File: config.mk
export PLATFORM = sky130hd
export DESIGN_NAME = ps2_host_tx_flat
export DESIGN_NICKNAME = d
export VERILOG_FILES = /design/src/rtl/ps2_pkg.sv /design/src/rtl/ps2_host_tx_if.sv /design/src/rtl/ps2_sync_edge.sv /design/src/rtl/ps2_host_tx.sv /design/src/flat_wrapper.sv
export SDC_FILE = /design/constraint.sdc
export NUM_CORES = 1
export LEC_CHECK = 0
export ABC_AREA = 1
export CORE_UTILIZATION = 40
export DETAILED_ROUTE_END_ITERATION = 8
export GPL_TIMING_DRIVEN = 0
export MAX_ROUTING_LAYER = met4
export PLACE_DENSITY_LB_ADDON = 0.25
export SLEW_MARGIN = 20
export SYNTH_ARGS = -nofsm -noshare
export SYNTH_HDL_FRONTEND = slang
export SYNTH_SLANG_ARGS = --single-unit
File: constraint.sdc
create_clock -name clock -period 1.8 [get_ports clock]
set_input_delay 0.36 -clock clock [delete_from_list [all_inputs] [get_ports clock]]
set_output_delay 0.36 -clock clock [all_outputs]
set_load 0.01 [all_outputs]
File: src/rtl/ps2_pkg.sv
// ps2_pkg: shared FSM states, frame size and 50 MHz timing defaults for the PS/2 host transmitter.
package ps2_pkg;
    typedef enum logic [2:0] {IDLE, INHIBIT, REQ, SHIFT, ACK, WAIT_IDLE} ps2_state_e;
    localparam int FRAME_BITS         = 10;
    localparam int INHIBIT_CYCLES_DEF = 5000;
    localparam int REQ_CYCLES_DEF     = 50;
    localparam int TIMEOUT_CYCLES_DEF = 750000;
    function automatic logic [FRAME_BITS-1:0] make_frame(input logic [7:0] d);
        return {1'b1, ~^d, d};
    endfunction
endpackage

File: src/rtl/ps2_host_tx_if.sv
// ps2_host_tx_if: byte request handshake and status between the MMIO port and the transmitter.
interface ps2_host_tx_if;
    logic [7:0] tx_data;
    logic       tx_valid;
    logic       tx_ready;
    logic       busy;
    logic       tx_done;
    logic       tx_error;
    modport master (output tx_data, tx_valid, input tx_ready, busy, tx_done, tx_error);
    modport slave  (input tx_data, tx_valid, output tx_ready, busy, tx_done, tx_error);
endinterface

File: src/rtl/ps2_sync_edge.sv
// ps2_sync_edge: 2-flop synchronizer with a one-cycle falling-edge pulse.
module ps2_sync_edge (
    input  logic clock,
    input  logic resetn,
    input  logic din_i,
    output logic sync_o,
    output logic fall_o
);
    logic meta_q, sync_q, prev_q;
    // Idle PS/2 lines float high, so resetting to 1 avoids a false edge.
    always_ff @(posedge clock) begin
        if (!resetn) {meta_q, sync_q, prev_q} <= 3'b111;
        else {meta_q, sync_q, prev_q} <= {din_i, meta_q, sync_q};
    end
    assign sync_o = sync_q;
    assign fall_o = prev_q & ~sync_q;
endmodule

File: src/rtl/ps2_host_tx.sv
// ps2_host_tx: PS/2 host-to-device command transmitter driving the pads through open-drain enables.
// Define PS2_TX_ACK_CHECK_EN to report a device nack as tx_error instead of tx_done.
module ps2_host_tx
    import ps2_pkg::*;
#(
    parameter int INHIBIT_CYCLES = INHIBIT_CYCLES_DEF,
    parameter int REQ_CYCLES     = REQ_CYCLES_DEF,
    parameter int TIMEOUT_CYCLES = TIMEOUT_CYCLES_DEF
) (
    input  logic         clock,
    input  logic         resetn,
    ps2_host_tx_if.slave tx,
    input  logic         ps2_clk_in,
    input  logic         ps2_data_in,
    output logic         ps2_clk_oe,
    output logic         ps2_data_oe
);
`ifdef PS2_TX_ACK_CHECK_EN
    localparam logic ACK_CHECK = 1'b1;
`else
    localparam logic ACK_CHECK = 1'b0;
`endif
    localparam logic [19:0] INH_LAST = 20'(INHIBIT_CYCLES - 1);
    localparam logic [19:0] REQ_LAST = 20'(REQ_CYCLES - 1);
    localparam logic [19:0] TO_LAST  = 20'(TIMEOUT_CYCLES - 1);
    ps2_state_e            state_q;
    logic [FRAME_BITS-1:0] frame_q;
    logic [3:0]            bitcnt_q;
    logic [19:0]           cnt_q;
    logic                  nack_q, clk_oe_q, data_oe_q, done_q, err_q;
    logic                  clk_s, clk_fall, data_meta_q, data_s_q;
    ps2_sync_edge u_clk_sync (
        .clock  (clock),
        .resetn (resetn),
        .din_i  (ps2_clk_in),
        .sync_o (clk_s),
        .fall_o (clk_fall)
    );
    always_ff @(posedge clock) begin
        if (!resetn) {data_meta_q, data_s_q} <= 2'b11;
        else {data_meta_q, data_s_q} <= {ps2_data_in, data_meta_q};
    end
    // cnt_q times the inhibit/request phases, then doubles as the transaction timeout.
    always_ff @(posedge clock) begin
        if (!resetn) begin
            state_q   <= IDLE;
            frame_q   <= '0;
            bitcnt_q  <= '0;
            cnt_q     <= '0;
            nack_q    <= 1'b0;
            clk_oe_q  <= 1'b0;
            data_oe_q <= 1'b0;
            done_q    <= 1'b0;
            err_q     <= 1'b0;
        end else begin
            done_q <= 1'b0;
            err_q  <= 1'b0;
            unique case (state_q)
                IDLE: if (tx.tx_valid && !done_q && !err_q) begin
                    frame_q  <= make_frame(tx.tx_data);
                    bitcnt_q <= '0;
                    cnt_q    <= '0;
                    clk_oe_q <= 1'b1;
                    state_q  <= INHIBIT;
                end
                INHIBIT: if (cnt_q == INH_LAST) begin
                    cnt_q     <= '0;
                    data_oe_q <= 1'b1;
                    state_q   <= REQ;
                end else cnt_q <= cnt_q + 20'd1;
                REQ: if (cnt_q == REQ_LAST) begin
                    cnt_q    <= '0;
                    clk_oe_q <= 1'b0;
                    state_q  <= SHIFT;
                end else cnt_q <= cnt_q + 20'd1;
                SHIFT: if (clk_fall) begin
                    data_oe_q <= ~frame_q[bitcnt_q];
                    bitcnt_q  <= bitcnt_q + 4'd1;
                    if (bitcnt_q == 4'(FRAME_BITS - 1)) state_q <= ACK;
                end
                ACK: begin
                    data_oe_q <= 1'b0;
                    if (clk_fall) begin
                        nack_q  <= data_s_q;
                        state_q <= WAIT_IDLE;
                    end
                end
                WAIT_IDLE: if (clk_s && data_s_q) begin
                    done_q  <= ~(ACK_CHECK & nack_q);
                    err_q   <= ACK_CHECK & nack_q;
                    state_q <= IDLE;
                end
                default: state_q <= IDLE;
            endcase
            if (state_q inside {SHIFT, ACK, WAIT_IDLE}) begin
                if (cnt_q == TO_LAST) begin
                    state_q   <= IDLE;
                    clk_oe_q  <= 1'b0;
                    data_oe_q <= 1'b0;
                    done_q    <= 1'b0;
                    err_q     <= 1'b1;
                    cnt_q     <= '0;
                end else cnt_q <= cnt_q + 20'd1;
            end
        end
    end
    // Ready stays low during the completion pulse so the next byte lands one cycle later.
    assign tx.tx_ready  = (state_q == IDLE) && !done_q && !err_q;
    assign tx.busy      = state_q != IDLE;
    assign tx.tx_done   = done_q;
    assign tx.tx_error  = err_q;
    assign ps2_clk_oe   = clk_oe_q;
    assign ps2_data_oe  = data_oe_q;
endmodule

File: src/flat_wrapper.sv
// flat-port wrapper written by rule: the top's interface ports become plain ports
module ps2_host_tx_flat import ps2_pkg::*;
#(
    parameter int INHIBIT_CYCLES = INHIBIT_CYCLES_DEF,
    parameter int REQ_CYCLES     = REQ_CYCLES_DEF,
    parameter int TIMEOUT_CYCLES = TIMEOUT_CYCLES_DEF
)
  (clock, resetn, ps2_clk_in, ps2_data_in, ps2_clk_oe, ps2_data_oe, tx_tx_data, tx_tx_valid, tx_tx_ready, tx_busy, tx_tx_done, tx_tx_error);
  ps2_host_tx_if tx_i ();
  input  logic clock;
  input  logic resetn;
  input  logic ps2_clk_in;
  input  logic ps2_data_in;
  output logic ps2_clk_oe;
  output logic ps2_data_oe;
  input wire logic [$bits(tx_i.tx_data)-1:0] tx_tx_data;
  input wire logic [$bits(tx_i.tx_valid)-1:0] tx_tx_valid;
  output wire logic [$bits(tx_i.tx_ready)-1:0] tx_tx_ready;
  output wire logic [$bits(tx_i.busy)-1:0] tx_busy;
  output wire logic [$bits(tx_i.tx_done)-1:0] tx_tx_done;
  output wire logic [$bits(tx_i.tx_error)-1:0] tx_tx_error;
  assign tx_i.tx_data = tx_tx_data;
  assign tx_i.tx_valid = tx_tx_valid;
  assign tx_tx_ready = tx_i.tx_ready;
  assign tx_busy = tx_i.busy;
  assign tx_tx_done = tx_i.tx_done;
  assign tx_tx_error = tx_i.tx_error;
  ps2_host_tx #(.INHIBIT_CYCLES(INHIBIT_CYCLES), .REQ_CYCLES(REQ_CYCLES), .TIMEOUT_CYCLES(TIMEOUT_CYCLES)) u_core (.clock(clock), .resetn(resetn), .tx(tx_i), .ps2_clk_in(ps2_clk_in), .ps2_data_in(ps2_data_in), .ps2_clk_oe(ps2_clk_oe), .ps2_data_oe(ps2_data_oe));
endmodule
==> results.ini <==
[cells_and_area]
seqCellArea_um2 = 933
layout.nets = 495
antenna_cells = 0
drive_above_1_share_pct = 14.0
multi_input_area_um2 = 1690
n_fill_cell = 714
area_growth_pct = 17.9

[die]
die_w_um = 86.9
dieArea_um2 = 7550
die_height_um = 86.9
start_util_pct = 41.9
placementRows = 30
fp.coreArea_um2 = 6870
pin_count = 19

[worst_setup_path]
startpoint = u_core.cnt_q[1]
slowest_stage = dfxtp_4
start_kind = register
arrival_ns = 1.91
cp_cell_sequence = buf_4, inv_1, ha_1, nand2_1, nor2_1, nand3_1, nand2_1, nand3_1, nand2_1, nand2_2, nand2_4, nor2_1
max_stage_delay_ns = 0.37
cp_max_fo = 8
critPathMostFrequentCell = nand2_1
critPathKind = reg -> reg
crit_required_ns = 2.01
critPathCaptureType = register
r2r-start = u_core.cnt_q[1]

[detailed_routing]
vias_per_cell = 5.13
via_count = 2947
finalWirelength_um = 7590
ant_nets = 0
drcViolationCount = 0
wire_per_inst_um = 13.2
drtPass1Iterations = 5
drt-initial-drc-count = 255

[synthesis]
ys_warn_count = 0
yosys.area.top_type = dfxtp_1
synth_seq_cells = 46
synth_mux_area_share_pct = 0
ys_top_cells_by_count = nand2_1 (88), nor2_1 (75), inv_1 (54)
synthXorXnorAreaFrac_pct = 4.26
ys_async_sr_fraction_pct = 0
synth.most_common_cell = nand2_1
syn_avg_cell_area_um2 = 6.43
syn-cell-area_um2 = 2880
yosys-top-cells-area = dfxtp_1 (32%), nand2_1 (11%), nor2_1 (9.8%)
synth_edf_count = 0
yosys.area_share.adder_pct = 1.74
synth_compound_area_share_pct = 11.2
ys.flop_type = dfxtp_1
synth_cells = 448
seq_area_frac_synth_pct = 32.0
netlist.area_leader.share_pct = 32.0
synth_simple_gate_area_share_pct = 39.6
synth_fp_nets = 465
synth_top_family_by_area = simple AND/OR/NAND/NOR gates
yosys.cell_types.count = 35

[global_route]
overflow = 0
grt_pass1_vias = 2700
grt_use_total_pct = 22.2
antenna_found_initial = 0
grt_pass1_wl_um = 12600
grt_max_degree = 17

[timing]
period_minus_slack_ns = 1.70
maxSlewViolCount = 0
finClkSkew_ns = 0.00430
setup_viol = 0
grt_setup_unrepaired = false
clock.fmax_mhz = 587
finalSetupTns_ns = 0
final.period_utilization_pct = 94.7
hold_viol_final = 0
tightest_slew_ns = 0.594
slew_headroom_pct = 60.4
whs_ns = 0.421

[clocking]
clockRootBuffer = clkbuf_8
clkLatencyLatePin_ns = 0.31
clkSlewWorstSetupHoldPaths_ns = 0.09
cts_buffers = 5
clockBufferDepth = 2
h-tree-depth = 2
cts_tree = yes
cts_sinks = 46

[worst_hold_path]
hp-start = u_core.data_meta_q
hold_class = reg -> reg

[pwr]
irDropWorstVdd_uv = 329
leakage_uw = 0.00141
p_total_uw = 2140
pwr_density_cell_nw_per_um2 = 630

[placed_design]
place_hpwl_um = 5690
gp_congestion = 0.953
io_buffers = 18

[job]
drv_cap = 0

[status]
status = finished, final reports clean

-- path summary, 6_finish.rpt --
check / end / slack (ns) / depth (start not counted)
setup / recovery: u_core.cnt_q[0] / 0.1 / 12
setup reg to reg: u_core.cnt_q[0] / 0.1 / 12
hold / removal: u_core.data_s_q / 0.42 / 1
hold reg to reg: u_core.data_s_q / 0.42 / 1
-- per-stage QoR --
step / setup WS [ns] / utilization [%] / area (um2) / std cells
after detailed placement: -0.266 / 46.3 / 3180 / 562
after CTS: 0.000907 / 48.5 / 3330 / 571
final: 0.0956 / 49.5 / 3400 / 575
after global routing: 0.00195 / 49.5 / 3400 / 575
after global placement: -0.218 / 46.3 / 3180 / 562
after floorplan: 0.196 / - / 2880 / 448
-- state kept, by name, indices dropped and copies added, names as in the netlist, 3 cells and up --
name,count
u_core.state_q,3
u_core.frame_q,10
u_core.bitcnt_q,4
u_core.cnt_q,20
-- worst max-delay path: cells and delay by family (launching register included) --
kind	cells	cell delay (ns)
adder cells (fa/ha/maj)	1	0.13
flip-flops	1	0.37
buffers and inverters	2	0.17
AND/OR/NAND/NOR	9	0.92
-- where the power goes --
part           internal [uW]  switching, uW  leakage [uW]
sequential              1050           18.6      0.000378
clock                    424            399     0.0000563
combinational            112            138      0.000972
-- cell type report --
cell class | instances | share of cell area (%)
Multi-Input combinational cell | 328 | 49.8
Sequential cell | 46 | 27.5
Inverter | 62 | 6.92
Timing Repair Buffer | 23 | 6.22
Tap cell | 96 | 3.54
Buffer | 12 | 2.54
Clock buffer | 5 | 2.03
Clock inverter | 3 | 1.44
-- repair_timing --
action,4_1_cts,5_1_grt
endpoints found under the hold margin,0,0
hold buffers,0,0
pin swaps,1,2
endpoints found under the setup margin,23,15
buffers inserted,1,4
resized for setup,10,15
-- routing by layer --
layer  track usage [%]  share of wire [%]  vias up
met5                 -                  0        -
met4              4.39               0.80        0
met3              4.55                5.0        9
met2              35.7                 47       75
met1              29.0                 48     1368
li1                  -                  -     1495
-- cells by family after synthesis --
kind of cell | after synthesis
compound gates | 58
fa+ha+maj | 4
buf+inv | 74
simple gates | 252
flops | 46
xor+xnor | 14
-- placed cells by master (no fill, tap or decap), types with 3 or more instances in the layout --
master	Yosys	routed
a21oi_1	17	17
nand2_1	88	86
dfxtp_1	46	40
clkdlybuf4s50_1	0	16
buf_6	3	3
buf_2	3	3
nand2_2	4	6
ha_1	4	3
nor2_4	2	3
nor3_1	10	10
xnor2_1	6	6
nand3_2	2	3
nand4_1	11	11
inv_1	54	54
nand3_1	46	45
nor2_1	75	70
o211ai_1	7	7
o21ai_0	22	22
nor2_2	3	7
buf_4	4	9
inv_2	7	7
or2_2	4	4
xor2_1	8	8
dfxtp_2	0	4
clkbuf_8	0	5
o21ai_1	5	5
Note: power is estimated with default switching activity, not from simulation.
